==> src/rtl/mips_pkg.sv <==
// mips_pkg: shared definitions for the MIPS core pipeline slice.
// Holds datapath/address/alucontrol widths, the alucontrol encodings,
// the decoded control bundle layout and a small register-match helper
// used by both the capture bypass and the EX forwarding muxes.
package mips_pkg;

  localparam int DW  = 32;
  localparam int AW  = 5;
  localparam int ACW = 3;

  typedef enum logic [ACW-1:0] {
    ALU_AND = 3'b000,
    ALU_OR  = 3'b001,
    ALU_ADD = 3'b010,
    ALU_SUB = 3'b110,
    ALU_SLT = 3'b111
  } alu_op_e;

  // Field order of the decoded control bundle, MSB first.
  typedef struct packed {
    logic           regwrite;
    logic           memtoreg;
    logic           memwrite;
    logic           alusrc;
    logic           regdst;
    logic [ACW-1:0] alucontrol;
  } ctrl_t;

  // A write port "hits" a source register only when it is enabled,
  // addresses that register, and the register is not $0.
  function automatic logic regMatch(input logic          we,
                                    input logic [AW-1:0] wa,
                                    input logic [AW-1:0] src);
    return we && (wa == src) && (src != '0);
  endfunction

endpackage

==> src/rtl/id_ex_stage_if.sv <==
// id_ex_stage_if: bus between the ID-side/MEM/WB environment and the
// ID/EX pipeline register.
// master: drives ID inputs, flush, MEM and WB feedback; reads stall and ex_*.
// slave : the id_ex_stage block itself.
interface id_ex_stage_if;
  import mips_pkg::*;

  logic           flush;
  logic           id_valid;
  logic [AW-1:0]  id_rs;
  logic [AW-1:0]  id_rt;
  logic [AW-1:0]  id_rd;
  logic [DW-1:0]  id_rd1;
  logic [DW-1:0]  id_rd2;
  logic [DW-1:0]  id_imm;
  logic           id_regwrite;
  logic           id_memtoreg;
  logic           id_memwrite;
  logic           id_alusrc;
  logic           id_regdst;
  logic [ACW-1:0] id_alucontrol;

  logic           mem_regwrite;
  logic [AW-1:0]  mem_wa;
  logic [DW-1:0]  mem_aluout;
  logic           wb_regwrite;
  logic [AW-1:0]  wb_wa;
  logic [DW-1:0]  wb_result;

  logic           stall;
  logic           ex_valid;
  logic           ex_regwrite;
  logic           ex_memtoreg;
  logic           ex_memwrite;
  logic           ex_alusrc;
  logic           ex_regdst;
  logic [ACW-1:0] ex_alucontrol;
  logic [AW-1:0]  ex_wa;
  logic [DW-1:0]  ex_srca;
  logic [DW-1:0]  ex_writedata;
  logic [DW-1:0]  ex_imm;

  modport master (
    output flush, id_valid, id_rs, id_rt, id_rd, id_rd1, id_rd2, id_imm,
           id_regwrite, id_memtoreg, id_memwrite, id_alusrc, id_regdst,
           id_alucontrol, mem_regwrite, mem_wa, mem_aluout,
           wb_regwrite, wb_wa, wb_result,
    input  stall, ex_valid, ex_regwrite, ex_memtoreg, ex_memwrite,
           ex_alusrc, ex_regdst, ex_alucontrol, ex_wa, ex_srca,
           ex_writedata, ex_imm
  );

  modport slave (
    input  flush, id_valid, id_rs, id_rt, id_rd, id_rd1, id_rd2, id_imm,
           id_regwrite, id_memtoreg, id_memwrite, id_alusrc, id_regdst,
           id_alucontrol, mem_regwrite, mem_wa, mem_aluout,
           wb_regwrite, wb_wa, wb_result,
    output stall, ex_valid, ex_regwrite, ex_memtoreg, ex_memwrite,
           ex_alusrc, ex_regdst, ex_alucontrol, ex_wa, ex_srca,
           ex_writedata, ex_imm
  );

endinterface

==> src/rtl/id_ex_stage_fwd_mux.sv <==
// fwd_mux: EX-stage operand forwarding select.
// Ports:
//   src_i                       registered source register of the operand
//   mem_regwrite_i/wa_i/data_i  EX/MEM write-back candidate
//   wb_regwrite_i/wa_i/data_i   MEM/WB write-back candidate
//   captured_i                  operand captured at the ID/EX edge
//   operand_o                   forwarded operand
// MEM is the younger result, so it wins over WB when both match.
module fwd_mux
  import mips_pkg::*;
(
  input  logic [AW-1:0] src_i,
  input  logic          mem_regwrite_i,
  input  logic [AW-1:0] mem_wa_i,
  input  logic [DW-1:0] mem_data_i,
  input  logic          wb_regwrite_i,
  input  logic [AW-1:0] wb_wa_i,
  input  logic [DW-1:0] wb_data_i,
  input  logic [DW-1:0] captured_i,
  output logic [DW-1:0] operand_o
);

  always_comb begin
    operand_o = captured_i;
    if (regMatch(mem_regwrite_i, mem_wa_i, src_i)) begin
      operand_o = mem_data_i;
    end else if (regMatch(wb_regwrite_i, wb_wa_i, src_i)) begin
      operand_o = wb_data_i;
    end
  end

endmodule

==> src/rtl/id_ex_stage.sv <==
// id_ex_stage: ID/EX pipeline register of the 5-stage MIPS core.
// Ports:
//   clk    clock, all state updates on posedge
//   reset  synchronous, active-high; clears every register
//   bus    id_ex_stage_if.slave: ID inputs, flush, MEM/WB feedback in;
//          stall, ex_valid, ex_* controls, ex_wa, forwarded ex_srca /
//          ex_writedata and ex_imm out
// Captures regfile operands with a same-edge WB bypass, detects load-use
// hazards (stall + bubble) and forwards MEM/WB results into EX.
module id_ex_stage
  import mips_pkg::*;
(
  input  logic         clk,
  input  logic         reset,
  id_ex_stage_if.slave bus
);

  logic          valid_q, valid_d;
  ctrl_t         ctrl_q,  ctrl_d;
  logic [AW-1:0] wa_q,    wa_d;
  logic [AW-1:0] rs_q,    rs_d;
  logic [AW-1:0] rt_q,    rt_d;
  logic [DW-1:0] opA_q,   opA_d;
  logic [DW-1:0] opB_q,   opB_d;
  logic [DW-1:0] imm_q,   imm_d;

  logic [DW-1:0] capA;
  logic [DW-1:0] capB;
  logic          stall;
  ctrl_t         idCtrl;

  assign idCtrl = '{regwrite:   bus.id_regwrite,
                    memtoreg:   bus.id_memtoreg,
                    memwrite:   bus.id_memwrite,
                    alusrc:     bus.id_alusrc,
                    regdst:     bus.id_regdst,
                    alucontrol: bus.id_alucontrol};

  // The regfile writes on the same edge that this stage captures, so the
  // value read in ID is stale when WB targets the same register.
  always_comb begin
    capA = regMatch(bus.wb_regwrite, bus.wb_wa, bus.id_rs) ? bus.wb_result : bus.id_rd1;
    capB = regMatch(bus.wb_regwrite, bus.wb_wa, bus.id_rt) ? bus.wb_result : bus.id_rd2;
  end

  // Load-use: the load in EX has no data until MEM, so ID must wait a cycle.
  always_comb begin
    stall = valid_q && ctrl_q.memtoreg && ctrl_q.regwrite && (wa_q != '0) &&
            ((wa_q == bus.id_rs) || (wa_q == bus.id_rt)) && bus.id_valid;
  end

  // Flush and stall both insert a fully zeroed bubble; otherwise load ID.
  always_comb begin
    valid_d = bus.id_valid;
    ctrl_d  = idCtrl;
    wa_d    = bus.id_regdst ? bus.id_rd : bus.id_rt;
    rs_d    = bus.id_rs;
    rt_d    = bus.id_rt;
    opA_d   = capA;
    opB_d   = capB;
    imm_d   = bus.id_imm;
    if (bus.flush || stall) begin
      valid_d = 1'b0;
      ctrl_d  = '0;
      wa_d    = '0;
      rs_d    = '0;
      rt_d    = '0;
      opA_d   = '0;
      opB_d   = '0;
      imm_d   = '0;
    end
  end

  always_ff @(posedge clk) begin
    if (reset) begin
      valid_q <= 1'b0;
      ctrl_q  <= '0;
      wa_q    <= '0;
      rs_q    <= '0;
      rt_q    <= '0;
      opA_q   <= '0;
      opB_q   <= '0;
      imm_q   <= '0;
    end else begin
      valid_q <= valid_d;
      ctrl_q  <= ctrl_d;
      wa_q    <= wa_d;
      rs_q    <= rs_d;
      rt_q    <= rt_d;
      opA_q   <= opA_d;
      opB_q   <= opB_d;
      imm_q   <= imm_d;
    end
  end

  fwd_mux u_fwdA (
    .src_i          (rs_q),
    .mem_regwrite_i (bus.mem_regwrite),
    .mem_wa_i       (bus.mem_wa),
    .mem_data_i     (bus.mem_aluout),
    .wb_regwrite_i  (bus.wb_regwrite),
    .wb_wa_i        (bus.wb_wa),
    .wb_data_i      (bus.wb_result),
    .captured_i     (opA_q),
    .operand_o      (bus.ex_srca)
  );

  fwd_mux u_fwdB (
    .src_i          (rt_q),
    .mem_regwrite_i (bus.mem_regwrite),
    .mem_wa_i       (bus.mem_wa),
    .mem_data_i     (bus.mem_aluout),
    .wb_regwrite_i  (bus.wb_regwrite),
    .wb_wa_i        (bus.wb_wa),
    .wb_data_i      (bus.wb_result),
    .captured_i     (opB_q),
    .operand_o      (bus.ex_writedata)
  );

  assign bus.stall         = stall;
  assign bus.ex_valid      = valid_q;
  assign bus.ex_regwrite   = ctrl_q.regwrite;
  assign bus.ex_memtoreg   = ctrl_q.memtoreg;
  assign bus.ex_memwrite   = ctrl_q.memwrite;
  assign bus.ex_alusrc     = ctrl_q.alusrc;
  assign bus.ex_regdst     = ctrl_q.regdst;
  assign bus.ex_alucontrol = ctrl_q.alucontrol;
  assign bus.ex_wa         = wa_q;
  assign bus.ex_imm        = imm_q;

endmodule
==> src/flat_wrapper.sv <==
// flat-port wrapper written by rule: the top's interface ports become plain ports
module id_ex_stage_flat import mips_pkg::*;
  (clk, reset, bus_flush, bus_id_valid, bus_id_rs, bus_id_rt, bus_id_rd, bus_id_rd1, bus_id_rd2, bus_id_imm, bus_id_regwrite, bus_id_memtoreg, bus_id_memwrite, bus_id_alusrc, bus_id_regdst, bus_id_alucontrol, bus_mem_regwrite, bus_mem_wa, bus_mem_aluout, bus_wb_regwrite, bus_wb_wa, bus_wb_result, bus_stall, bus_ex_valid, bus_ex_regwrite, bus_ex_memtoreg, bus_ex_memwrite, bus_ex_alusrc, bus_ex_regdst, bus_ex_alucontrol, bus_ex_wa, bus_ex_srca, bus_ex_writedata, bus_ex_imm);
  id_ex_stage_if bus_i ();
  input  logic clk;
  input  logic reset;
  input wire logic [$bits(bus_i.flush)-1:0] bus_flush;
  input wire logic [$bits(bus_i.id_valid)-1:0] bus_id_valid;
  input wire logic [$bits(bus_i.id_rs)-1:0] bus_id_rs;
  input wire logic [$bits(bus_i.id_rt)-1:0] bus_id_rt;
  input wire logic [$bits(bus_i.id_rd)-1:0] bus_id_rd;
  input wire logic [$bits(bus_i.id_rd1)-1:0] bus_id_rd1;
  input wire logic [$bits(bus_i.id_rd2)-1:0] bus_id_rd2;
  input wire logic [$bits(bus_i.id_imm)-1:0] bus_id_imm;
  input wire logic [$bits(bus_i.id_regwrite)-1:0] bus_id_regwrite;
  input wire logic [$bits(bus_i.id_memtoreg)-1:0] bus_id_memtoreg;
  input wire logic [$bits(bus_i.id_memwrite)-1:0] bus_id_memwrite;
  input wire logic [$bits(bus_i.id_alusrc)-1:0] bus_id_alusrc;
  input wire logic [$bits(bus_i.id_regdst)-1:0] bus_id_regdst;
  input wire logic [$bits(bus_i.id_alucontrol)-1:0] bus_id_alucontrol;
  input wire logic [$bits(bus_i.mem_regwrite)-1:0] bus_mem_regwrite;
  input wire logic [$bits(bus_i.mem_wa)-1:0] bus_mem_wa;
  input wire logic [$bits(bus_i.mem_aluout)-1:0] bus_mem_aluout;
  input wire logic [$bits(bus_i.wb_regwrite)-1:0] bus_wb_regwrite;
  input wire logic [$bits(bus_i.wb_wa)-1:0] bus_wb_wa;
  input wire logic [$bits(bus_i.wb_result)-1:0] bus_wb_result;
  output wire logic [$bits(bus_i.stall)-1:0] bus_stall;
  output wire logic [$bits(bus_i.ex_valid)-1:0] bus_ex_valid;
  output wire logic [$bits(bus_i.ex_regwrite)-1:0] bus_ex_regwrite;
  output wire logic [$bits(bus_i.ex_memtoreg)-1:0] bus_ex_memtoreg;
  output wire logic [$bits(bus_i.ex_memwrite)-1:0] bus_ex_memwrite;
  output wire logic [$bits(bus_i.ex_alusrc)-1:0] bus_ex_alusrc;
  output wire logic [$bits(bus_i.ex_regdst)-1:0] bus_ex_regdst;
  output wire logic [$bits(bus_i.ex_alucontrol)-1:0] bus_ex_alucontrol;
  output wire logic [$bits(bus_i.ex_wa)-1:0] bus_ex_wa;
  output wire logic [$bits(bus_i.ex_srca)-1:0] bus_ex_srca;
  output wire logic [$bits(bus_i.ex_writedata)-1:0] bus_ex_writedata;
  output wire logic [$bits(bus_i.ex_imm)-1:0] bus_ex_imm;
  assign bus_i.flush = bus_flush;
  assign bus_i.id_valid = bus_id_valid;
  assign bus_i.id_rs = bus_id_rs;
  assign bus_i.id_rt = bus_id_rt;
  assign bus_i.id_rd = bus_id_rd;
  assign bus_i.id_rd1 = bus_id_rd1;
  assign bus_i.id_rd2 = bus_id_rd2;
  assign bus_i.id_imm = bus_id_imm;
  assign bus_i.id_regwrite = bus_id_regwrite;
  assign bus_i.id_memtoreg = bus_id_memtoreg;
  assign bus_i.id_memwrite = bus_id_memwrite;
  assign bus_i.id_alusrc = bus_id_alusrc;
  assign bus_i.id_regdst = bus_id_regdst;
  assign bus_i.id_alucontrol = bus_id_alucontrol;
  assign bus_i.mem_regwrite = bus_mem_regwrite;
  assign bus_i.mem_wa = bus_mem_wa;
  assign bus_i.mem_aluout = bus_mem_aluout;
  assign bus_i.wb_regwrite = bus_wb_regwrite;
  assign bus_i.wb_wa = bus_wb_wa;
  assign bus_i.wb_result = bus_wb_result;
  assign bus_stall = bus_i.stall;
  assign bus_ex_valid = bus_i.ex_valid;
  assign bus_ex_regwrite = bus_i.ex_regwrite;
  assign bus_ex_memtoreg = bus_i.ex_memtoreg;
  assign bus_ex_memwrite = bus_i.ex_memwrite;
  assign bus_ex_alusrc = bus_i.ex_alusrc;
  assign bus_ex_regdst = bus_i.ex_regdst;
  assign bus_ex_alucontrol = bus_i.ex_alucontrol;
  assign bus_ex_wa = bus_i.ex_wa;
  assign bus_ex_srca = bus_i.ex_srca;
  assign bus_ex_writedata = bus_i.ex_writedata;
  assign bus_ex_imm = bus_i.ex_imm;
  id_ex_stage u_core (.clk(clk), .reset(reset), .bus(bus_i));
endmodule
==> config.mk <==
export PLATFORM = sky130hd
export DESIGN_NAME = id_ex_stage_flat
export DESIGN_NICKNAME = d
export VERILOG_FILES = /design/src/rtl/mips_pkg.sv /design/src/rtl/id_ex_stage_if.sv /design/src/rtl/id_ex_stage_fwd_mux.sv /design/src/rtl/id_ex_stage.sv /design/src/flat_wrapper.sv
export SDC_FILE = /design/constraint.sdc
export NUM_CORES = 1
export LEC_CHECK = 0
export BUFFER_PORTS_ARGS = -buffer_cell sky130_fd_sc_hd__buf_2
export CORE_ASPECT_RATIO = 2
export CORE_MARGIN = 8
export CORE_UTILIZATION = 42
export DETAILED_ROUTE_END_ITERATION = 10
export GPL_ROUTABILITY_DRIVEN = 0
export PLACE_DENSITY = 0.72
export SLEW_MARGIN = 0
export SYNTH_ARGS = -nofsm -noshare
export SYNTH_HDL_FRONTEND = slang
export SYNTH_SLANG_ARGS = --single-unit
==> constraint.sdc <==
create_clock -name clk -period 2.8 [get_ports clk]
set_input_delay 0.14 -clock clk [delete_from_list [all_inputs] [get_ports clk]]
set_output_delay 0.14 -clock clk [all_outputs]
set_load 0.01 [all_outputs]
== Word-level counts from Yosys, hierarchy flattened ==
Index checks and enable logic that the tools add are counted.
Word-level totals
  bits in registers: 120
  input port bits: 199
  output and inout port bits: 111
  logic and storage cells: 53
Operators by class
  eq/ne operators: 8
  multiplexer cells: 7
  reduce and logical (&&, ||, !) cells: 25
Operator list (count)
  $mux 32: 6
  $eq 5x5->1: 8
  $reduce_bool 5->1: 5
  $logic_and 1x1->1: 17
  $mux 5: 1
  $logic_or 1x1->1: 2
  $reduce_or 2->1: 1

== Longest topological paths before layout ==
Gate-level depths: netlist of run 1.
  depth in word-level cells: 7
  gate-level depth with buffers: 7

== Cells and area by module ==
Synthesis of run 1 repeated with hierarchy kept, for this count alone.
Second synthesis, totals
  cells, all modules: 947
  area total of the unflattened synthesis: 7674.9 um^2
By module, submodules not included
  id_ex_stage: instances 1, cells an instance 551, area an instance 5467.7 um^2, seq. area each 2402.3 um^2
  fwd_mux: instances 2, cells an instance 198, area an instance 1103.6 um^2, seq. area each 0.0 um^2

== Least setup slack after synthesis of run 1 ==
OpenSTA, ideal clock, no wires.
  path kind: register to output
  from: register u_core.rs_q[1]
  to: output bus_ex_srca[11]
  data arrival time: 1613 ps
  data required time: 2660 ps
  path slack: 1047 ps
  cell stages (with the launch flop): 6
  cells stage by stage: dfxtp_1 or4_4 o211ai_2 buf_2 o21ai_0 a31oi_1
On the way
  word-level cells in the longest chain between the ends: 5
  elaborated cells on any way between the ends: 9
  classes of those cells: eq/ne: 2; mux: 2; reduce/logical: 5
RTL lines
  start: declaration: line id_ex_stage.sv:21  | logic [AW-1:0] rs_q, rs_d;
  start signal: assignment: line id_ex_stage.sv:88  | rs_q <= rs_d;
  $eq 5x5->1: line mips_pkg.sv:34  | return we && (wa == src) && (src != '0);
  $logic_and 1x1->1 (2 in a row): line mips_pkg.sv:34
  $mux 32: line id_ex_stage_fwd_mux.sv:27  | end else if (regMatch(wb_regwrite_i, wb_wa_i, src_i)) begin
  $mux 32 (*): line id_ex_stage_fwd_mux.sv:25  | if (regMatch(mem_regwrite_i, mem_wa_i, src_i)) begin
  end: declaration: line flat_wrapper.sv:36  | output wire logic [$bits(bus_i.ex_srca)-1:0] bus_ex_srca;
Mark *: on every way between the ends. The rest lies on a longest branch, timed or not.

== Worst setup path after layout of run 1 ==
  from: register u_core.rt_q[1]
  to: output bus_ex_writedata[20]
On the way
  word-level cells in the longest chain between the ends: 5
  elaborated cells on any way between the ends: 9
  classes of those cells: eq/ne: 2; mux: 2; reduce/logical: 5
RTL lines
  start: declaration: line id_ex_stage.sv:22  | logic [AW-1:0] rt_q, rt_d;
  start signal: assignment: line id_ex_stage.sv:89  | rt_q <= rt_d;
  $eq 5x5->1: line mips_pkg.sv:34
  $logic_and 1x1->1 (2 in a row): line mips_pkg.sv:34
  $mux 32: line id_ex_stage_fwd_mux.sv:27
  $mux 32 (*): line id_ex_stage_fwd_mux.sv:25
  end: declaration: line flat_wrapper.sv:37  | output wire logic [$bits(bus_i.ex_writedata)-1:0] bus_ex_writedata;
Marked as above.

==> flow_summary_export.csv, run 1 <==
group,metric,value,unit
logic_synthesis,syn_avg_cell_area,8.00,sq um
finish,num-fill-cells,1500,
setup_path,setup.worst_path.start_class,"flip-flop",
cts,ctsHoldBuffers,81,
floorplanning,die_area,21700,sq um
cts,cts_sinks,120,
logic_synthesis,async_flop_share,0,%
route,num_vias,9086,
job,drv_cap,0,
floorplanning,die_h,200,microns
timing,worstMarginPinSlew,0.996,ns
route,via_per_inst,6.40,
pwr,p_int,0.00336,W
setup_path,endpoint,"bus_ex_writedata[20]",
floorplanning,core-area,16700,sq um
logic_synthesis,yosys_register_bits,120,
setup_path,r2r_slack,1.01,ns
worst_hold_path,hold_class,"in -> reg",
placed_design,hpwl,23100,microns
placed_design,dpl.cell_count,1312,
timing,fin_crit,2.66,ns
cts,htreeDepth,4,
logic_synthesis,syn_nets,1092,
floorplanning,std_cell_rows,67,
finish,nets,1404,
pwr,p_leak,4.05,nW
setup_path,end_kind,"primary output",
outcome,outcome,"finished, final reports clean",
placed_design,portBuffers,309,
pwr,p_sw_share,30.4,%
global_route,grt_pass1_vias,9284,
cts,ctsLongestPathBuffers,2,
setup_path,r2r_cells,5,
timing,skew,0.0119,ns
pwr,pwr-share-seq,37.5,%
logic_synthesis,ys.flop_type,"dfxtp_1",
finish,final_common_cell,"buf_2",
setup_path,crit_path_max_fanout,32,
cts,clock_latency,0.42,ns
global_route,antenna_found_initial,2,
cts,ctsResizeCount,0,
timing,setup_viol,0,
global_route,grt_pass1_wl,52800,microns
setup_path,r2r_end,"u_core.opB_q[16]$_SDFF_PP0_",
timing,slew_viol_final,0,
timing,finalSetupTns,0,ns
setup_path,cp.required,2.66,ns
finish,final_cell_mix,"buf_2 (309), dfxtp_1 (120), dlygate4sd3_1 (81), nand4_1 (69), nand3_1 (68)",
timing,slew_headroom,33.6,%
floorplanning,ios,310,
cts,cts_tree,"done",
pwr,power_switching,0.00147,W
finish,finalNonFillerCells,1420,
timing,period_share,94.9,%
global_route,grt_max_degree,98,
floorplanning,start_util,42.8,%
pwr,ir_worst_vdd,464,uV
cts,cts_root_buffer,"clkbuf_16",
logic_synthesis,ys_types,33,
timing,final_hold_viol_count,0,
logic_synthesis,seq_area_frac_synth,33.6,%
finish,drive_above_1_share,31.7,%
route,first_iter_violations,686,
pwr,pwr-share-clk,39.9,%
global_route,overflow,0,
route,first_pass_iters,5,
pwr,power_frac_comb,22.7,%
route,routedWlPerCell,24.5,microns
setup_path,worstPathArrival,2.52,ns
route,wl,34800,microns
setup_path,path_class,"reg -> out",
route,antenna_left,0,
logic_synthesis,synth-edff-count,0,
global_route,grtUsageTotal,31.2,%
cts,post_cts_buffers,0,
route,route.detailed.drc,0,
timing,grt_setup_unrepaired,"false",
timing,max_clock_freq,376,MHz
logic_synthesis,yosys_warnings,0,
cts,cts_made_buffers,17,
cts,clkTransAtPathRegs,0.05,ns
pwr,powerDensity,482,nW/um^2
setup_path,critPathLaunch,"u_core.rt_q[1]$_SDFF_PP0_",
logic_synthesis,syn_inst,893,
setup_path,reg2reg_from,"u_core.bus.ex_wa[4]$_SDFF_PP0_",
logic_synthesis,synth.cell_area,7150,sq um
finish,syn2layout_area_growth,40.3,%
floorplanning,die_w,108,microns
==> worst max-delay path, stage by stage (launching register included) <==
cell and delay, ns:
dfxtp_1 0.34, or4_4 0.58, o211ai_4 0.31, or2_1 0.15, buf_4 0.36, a31oi_1 0.16
buf_2 0.18
==> power by group through the flow <==
| stage | clock, W | sequential (W) | combinational (W) |
|---|---|---|---|
| floorplan | 0 | 0.00185 | 0.000506 |
| global placement | 0 | 0.00184 | 0.000969 |
| detailed placement | 0 | 0.00184 | 0.000974 |
| CTS | 0.00194 | 0.00181 | 0.00107 |
| global route | 0.00200 | 0.00181 | 0.00116 |
| finish | 0.00193 | 0.00181 | 0.00110 |
==> stage by stage <==
stage	total power, W	setup slack (ns)	cell area [sq um]	hold WS, ns	utilization [%]
6_report	0.00483	0.144	10000	0.0124	60.1
5_1_grt	0.00498	0.0402	10000	0.0149	60.1
4_1_cts	0.00482	0.145	10000	0.000652	60.1
3_5_place_dp	0.00282	0.591	8720	0.361	52.3
3_3_place_gp	0.00281	0.669	8720	0.357	52.3
2_1_floorplan	0.00236	1.05	7150	0.254	-
==> cells in the mapped netlist (all sizes together), types with 2 or more instances <==
cell	count	area (sq um)
nand3	68	340
and4	2	17.5
mux2i	5	50.1
and2	3	18.8
inv	51	191
nand2	6	22.5
o21ai	66	330
a211oi	56	420
nor4	2	12.5
dfxtp	120	2400
a31oi	64	400
a221oi	64	586
nor3	65	325
o31ai	64	480
o211ai	4	50.1
and3	2	12.5
clkbuf	67	251
xnor2	38	333
o211a	2	20.0
or4	2	22.5
nand4	69	432
or2	5	31.3
o21a	2	15.0
buf	63	367
==> registers in the layout, indices dropped and copies added (netlist names), 3 cells and up <==
| signal | count |
|---|---|
| u_core.bus.ex_alucontrol | 3 |
| u_core.bus.ex_imm | 32 |
| u_core.bus.ex_wa | 5 |
| u_core.opA_q | 32 |
| u_core.opB_q | 32 |
| u_core.rs_q | 5 |
| u_core.rt_q | 5 |
==> how the worst min path moves through the flow <==
stage	from	endpoint	slack (ns)	cells after the start
2_1_floorplan	bus_id_alucontrol[0]	u_core.bus.ex_alucontrol[0]$_SDFF_PP0_	0.25	2
3_3_place_gp	bus_id_imm[26]	u_core.bus.ex_imm[26]$_SDFF_PP0_	0.36	3
3_5_place_dp	bus_id_imm[6]	u_core.bus.ex_imm[6]$_SDFF_PP0_	0.36	3
4_1_cts	bus_id_rd1[5]	u_core.opA_q[5]$_SDFF_PP0_	0.0007	3
5_1_grt	bus_id_rd1[2]	u_core.opA_q[2]$_SDFF_PP0_	0.01	3
6_report	bus_id_rd1[2]	u_core.opA_q[2]$_SDFF_PP0_	0.01	3
==> area by class of cell <==
| cell class | count | area, sq um | area share [%] |
|---|---|---|---|
| sequential | 120 | 2400 | 24.0 |
| antenna | 1 | 2.50 | 0.0250 |
| inverter | 51 | 191 | 1.91 |
| clock buffer | 21 | 470 | 4.69 |
| timing repair buffer | 423 | 2680 | 26.7 |
| multi-input combinational | 592 | 4000 | 39.8 |
| tap | 207 | 259 | 2.58 |
| clock inverter | 5 | 27.5 | 0.274 |
==> metal layers <==
layer / vias to the layer above / track usage (%) / wire, microns
met2: 663 / 52.7 / 17800
met5: - / 0 / 23
met4: 4 / 21.9 / 2270
met1: 4175 / 32.5 / 11200
met3: 155 / 7.68 / 3510
li1: 4089 / - / -
==> cells by family after synthesis <==
group	Yosys count	synth area share, %
AND/OR/NAND/NOR	225	17.3
multiplexers	5	0.700
buffers and inverters	181	11.3
XOR/XNOR	38	4.66
flip-flops	120	33.6
AO/OA/AOI/OAI	324	32.4
No activity file was read; power rests on OpenSTA's default activity.
==> run 2, diff against run 1 <==
- CAP_MARGIN: not set -> 20
- GPL_TIMING_DRIVEN: not set -> 0
==> run 2 against run 1 <==
Sequential share of layout area is 0.52 points lower. Count of clock-buffer cells in the layout is 3 lower. Utilization is 1.4 points higher. Combinational power hardly changed. Die area stayed put. Global-route usage is 0.11 points lower. Via count is 1.6% higher. Largest power group unchanged.
==> flow_summary_export.csv, run 2 (synthesis gave the netlist of run 1 again) <==
group,metric,value,unit
outcome,outcome,"finished, final reports clean",
timing,hold_ws,0.00865,ns
finish,drive_above_1_share,31.4,%
setup_path,cp_slowest_stage_delay,0.48,ns
cts,clkTransAtPathRegs,0.06,ns
cts,ctsLongestPathBuffers,2,
cts,cts_sinks,120,
placed_design,hpwl,26100,microns
cts,cts_made_buffers,17,
timing,slew_headroom,52.3,%
timing,worstMarginPinSlew,0.710,ns
placed_design,portBuffers,304,
worst_hold_path,hold_class,"in -> reg",
timing,max_clock_freq,370,MHz
floorplanning,die_h,200,microns
floorplanning,std_cell_rows,67,
setup_path,r2r_end,"u_core.opA_q[27]$_SDFF_PP0_",
worst_hold_path,whs_path_depth,3,
route,via_per_inst,6.12,
floorplanning,start_util,42.8,%
finish,num-fill-cells,1543,
floorplanning,ios,310,
global_route,overflow,0,
cts,htreeDepth,4,
setup_path,crit_path_max_fanout,10,
job,drv_cap,0,
route,num_vias,9233,
cts,cts_root_buffer,"clkbuf_16",
setup_path,path_class,"reg -> out",
setup_path,end_kind,"primary output",
route,wl,34400,microns
floorplanning,core-area,16700,sq um
finish,final_cell_mix,"buf_2 (348), dfxtp_1 (119), dlygate4sd3_1 (71), nand4_1 (69), nand3_1 (68)",
global_route,grtUsageTotal,31.1,%
setup_path,cp_num_buf_inv,3,
finish,stdcell_area,10300,sq um
route,first_iter_violations,553,
finish,nets,1485,
pwr,ir_worst_vdd,465,uV
route,first_pass_iters,5,
timing,final_hold_viol_count,0,
timing,slew_viol_final,0,
cts,clock_latency,0.42,ns
setup_path,worstPathArrival,2.56,ns
setup_path,critical-path-top-delay-family,"buffers and inverters",
pwr,p_leak,4.17,nW
timing,setup_viol,0,
floorplanning,die_w,108,microns
placed_design,post_dp_cell_area,8930,sq um
global_route,grt_pass1_wl,52400,microns
timing,skew,0.00893,ns
finish,syn2layout_area_growth,43.5,%
worst_hold_path,min_to,"u_core.rt_q[4]$_SDFF_PP0_",
route,routedWlPerCell,22.8,microns
cts,cts_tree,"done",
floorplanning,die_area,21700,sq um
pwr,powerDensity,496,nW/um^2
timing,finalSetupTns,0,ns
global_route,grt_pass1_vias,9484,
setup_path,timing.critical_path.cells,"nor3_1 > a21oi_1 > clkbuf_2 > clkbuf_1 > and2_1 > buf_2",
setup_path,r2r_cells,6,
route,antenna_left,0,
setup_path,r2r_slack,0.43,ns
timing,period_share,96.6,%
route,route.detailed.drc,0,
setup_path,reg2reg_from,"u_core.bus.ex_wa[1]$_SDFF_PP0_",
setup_path,cp.required,2.66,ns
setup_path,setup.worst_path.start_class,"flip-flop",
timing,fin_crit,2.70,ns
worst_hold_path,min_from,"bus_id_rt[4]",
setup_path,slowest_stage,"a21oi_1",
timing,grt_setup_unrepaired,"false",
global_route,antenna_found_initial,1,
global_route,grt_max_degree,17,
finish,final_common_cell,"buf_2",
==> run 2: changes by cell type in the layout (fill, tap and decap cells not counted), moves of 6 or more <==
cell           delta
clkbuf_1         +62
buf_4            -25
buf_6             +9
buf_1             +8
dlygate4sd3_1    -10
buf_12            -6
buf_2            +39
==> run 2: layout make-up <==
class                   instances  area (sq um)  share of cell area, %
repair buffers                375          2230                   21.8
multi-input cells             592          3960                   38.6
diodes                          2          5.00                 0.0488
clock inverters                14           149                   1.45
inverters                      51           191                   1.87
plain buffers                 129           618                   6.03
clock buffers                  18           439                   4.28
well taps                     207           259                   2.53
flip-flops and latches        120          2400                   23.4
==> run 2: worst min-delay path, cell delays in order <==
cell      delay, ns
buf_2          0.14
inv_1          0.06
a211oi_1       0.03
==> run 2: power by group <==
| part | switching (W) | internal (W) | leakage (nW) |
|---|---|---|---|
| clock | 0.000855 | 0.00134 | 0.279 |
| combinational | 0.000667 | 0.000417 | 2.91 |
| sequential | 0.0000292 | 0.00178 | 0.986 |
==> run 2: how the worst max path moves through the flow <==
stage | cells past startpoint | startpoint | to | slack (ns)
final | 6 | u_core.bus.ex_wa[1]$_SDFF_PP0_ | bus_stall | 0.1
after global routing | 6 | u_core.rs_q[1]$_SDFF_PP0_ | bus_ex_srca[30] | 0.02
after CTS | 6 | u_core.rs_q[1]$_SDFF_PP0_ | bus_ex_srca[24] | 0.07
after detailed placement | 6 | u_core.bus.ex_wa[1]$_SDFF_PP0_ | bus_stall | 0.39
after global placement | 6 | u_core.bus.ex_wa[3]$_SDFF_PP0_ | bus_stall | 0.36
after floorplan | 5 | u_core.rs_q[1]$_SDFF_PP0_ | bus_ex_srca[11] | 1.05
==> run 2: per-layer routing <==
| metal | share of wire [%] | track usage [%] |
|---|---|---|
| met5 | 0 | 0 |
| met4 | 7.5 | 22.9 |
| met3 | 9.3 | 8.49 |
| met2 | 51 | 54.2 |
| met1 | 32 | 30.0 |
==> run 2: stage by stage <==
stage	setup WS [ns]	utilization [%]	total power [W]	instances
after global placement	0.363	53.5	0.00280	1404
after detailed placement	0.387	53.5	0.00282	1404
after CTS	0.0748	61.3	0.00507	1507
after floorplan	1.05	-	0.00236	893
after global routing	0.0192	61.5	0.00525	1507
final	0.0954	61.5	0.00508	1508
==> run 2: repair_timing <==
action | 4_1_cts | 5_1_grt
hold buffers | 71 | 0
endpoints found under the setup margin | 1 | 7
buffers inserted | 0 | 0
cloned | 0 | 0
gates resized for setup | 2 | 7
hold endpoints to repair | 71 | 0
==> run 3, diff against run 2 <==
- CORE_UTILIZATION: 42 -> 52
- PLACE_DENSITY: 0.72 -> 0.86
- SKIP_CTS_REPAIR_TIMING: not set -> 1
==> run 3 against run 2 <==
The run now ends with hold timing left. Global-route usage increased by 4.3 points. Flip-flop and latch count unchanged. Cell area decreased by 2.9%. Sequential power about the same. Die area decreased by 17%. Clock power increased by 6%.
==> flow_summary_export.csv, run 3 (synthesis gave the netlist of run 1 again) <==
group,metric,value,unit
outcome,failed_checks,"hold timing",
global_route,grt_pass1_wl,49300,microns
cts,cts_made_buffers,17,
cts,htreeDepth,4,
global_route,grt_max_degree,17,
setup_path,end_kind,"primary output",
timing,hold_ws,-0.0112,ns
setup_path,cp.required,2.66,ns
setup_path,cp_num_buf_inv,3,
route,via_per_inst,6.59,
setup_path,path_class,"reg -> out",
pwr,ir_worst_vdd,498,uV
floorplanning,die_h,182,microns
route,first_iter_violations,767,
global_route,overflow,0,
finish,final_common_cell,"buf_2",
timing,worstMarginPinSlew,0.788,ns
timing,max_clock_freq,364,MHz
finish,multi_input_comb_area,3960,sq um
setup_path,setup.worst_path.start_class,"flip-flop",
timing,final_hold_viol_count,6,
job,drv_cap,0,
placed_design,post_dp_cell_area,8860,sq um
setup_path,worstPathArrival,2.60,ns
worst_hold_path,hold_class,"in -> reg",
timing,period_share,98.0,%
global_route,grt_pass1_vias,9161,
setup_path,crit_path_max_fanout,10,
cts,cts_tree,"done",
route,num_vias,9432,
pwr,p_leak,4.08,nW
finish,final_cell_mix,"buf_2 (348), dfxtp_1 (120), nand4_1 (69), nand3_1 (68), clkbuf_1 (67)",
global_route,grtUsageTotal,35.4,%
route,antenna_left,0,
cts,clkTransAtPathRegs,0.06,ns
floorplanning,die_area,18000,sq um
setup_path,critical-path-top-delay-family,"buffers and inverters",
timing,slew_headroom,47.1,%
floorplanning,ios,310,
outcome,outcome,"finished with violations",
route,routedWlPerCell,23.6,microns
floorplanning,std_cell_rows,60,
route,route.detailed.drc,0,
finish,fin_util,74.1,%
floorplanning,start_util,53.2,%
timing,setup_viol,0,
placed_design,dp_slack,0.343,ns
cts,cts_root_buffer,"clkbuf_16",
finish,syn2layout_area_growth,39.4,%
setup_path,slowest_stage,"dfxtp_1",
timing,slew_viol_final,0,
route,wl,33800,microns
pwr,powerDensity,520,nW/um^2
global_route,antenna_found_initial,2,
timing,fin_ws,0.0559,ns
finish,num-fill-cells,1050,
floorplanning,die_w,98.9,microns
finish,stdcell_area,9960,sq um
route,first_pass_iters,5,
cts,ctsLongestPathBuffers,2,
timing,fin_crit,2.74,ns
finish,ff_latch_area,2400,sq um
finish,drive_above_1_share,32.0,%
cts,clock_latency,0.42,ns
cts,cts_sinks,120,
setup_path,cp_slowest_stage_delay,0.41,ns
floorplanning,core-area,13400,sq um
finish,nets,1461,
placed_design,portBuffers,304,
setup_path,timing.critical_path.cells,"xnor2_1 > nand3_1 > o22ai_2 > buf_2 > clkbuf_1 > and2_1 > buf_2",
placed_design,hpwl,24400,microns
timing,skew,0.0154,ns
setup_path,cp_common_cell,"buf_2",
==> run 3: tightest hold or removal path, stage by stage <==
cell	delay (ns)
buf_2	0.13
inv_1	0.05
a211oi_1	0.03
==> run 3: per-stage QoR <==
stage | total power, W | hold slack (ns) | TNS [ns] | instances
finish | 0.00518 | -0.0112 | 0 | 1432
global route | 0.00532 | -0.00205 | -0.0803 | 1432
CTS | 0.00507 | -0.0768 | -0.141 | 1384
detailed placement | 0.00280 | 0.363 | 0 | 1352
global placement | 0.00278 | 0.357 | 0 | 1352
floorplan | 0.00236 | 0.254 | 0 | 893
==> run 3: per-layer routing <==
layer	vias to the layer above	track usage [%]	routed length (microns)
met5	-	0	0
met4	0	23.8	2460
met3	188	11.8	3870
met2	726	62.7	17100
met1	4293	33.6	10300
li1	4225	-	-
==> run 3: cell type report <==
| cell class | count | area share [%] |
|---|---|---|
| Antenna cell | 2 | 0.0502 |
| Clock inverter | 14 | 1.86 |
| Sequential cell | 120 | 24.1 |
| Clock buffer | 18 | 4.31 |
| Buffer | 130 | 6.22 |
| Multi-Input combinational cell | 592 | 39.8 |
| Inverter | 51 | 1.92 |
| Tap cell | 155 | 1.95 |
| Timing Repair Buffer | 350 | 19.8 |
==> run 3: path summary, 6_finish.rpt <==
check	start	to	slack (ns)	depth (start not counted)
min reg2reg	u_core.bus.ex_memtoreg$_SDFF_PP0_	u_core.bus.ex_imm[2]$_SDFF_PP0_	1.09	4
max	u_core.bus.ex_wa[1]$_SDFF_PP0_	bus_stall	0.06	7
max reg2reg	u_core.bus.ex_wa[1]$_SDFF_PP0_	u_core.opA_q[18]$_SDFF_PP0_	0.53	6
min	bus_id_rs[4]	u_core.rs_q[4]$_SDFF_PP0_	-0.01	3
==> run 3: report_power, final <==
group	leakage [nW]	switching [W]	internal, W
sequential	0.986	0.0000291	0.00178
clock	0.291	0.000890	0.00143
combinational	2.80	0.000663	0.000393
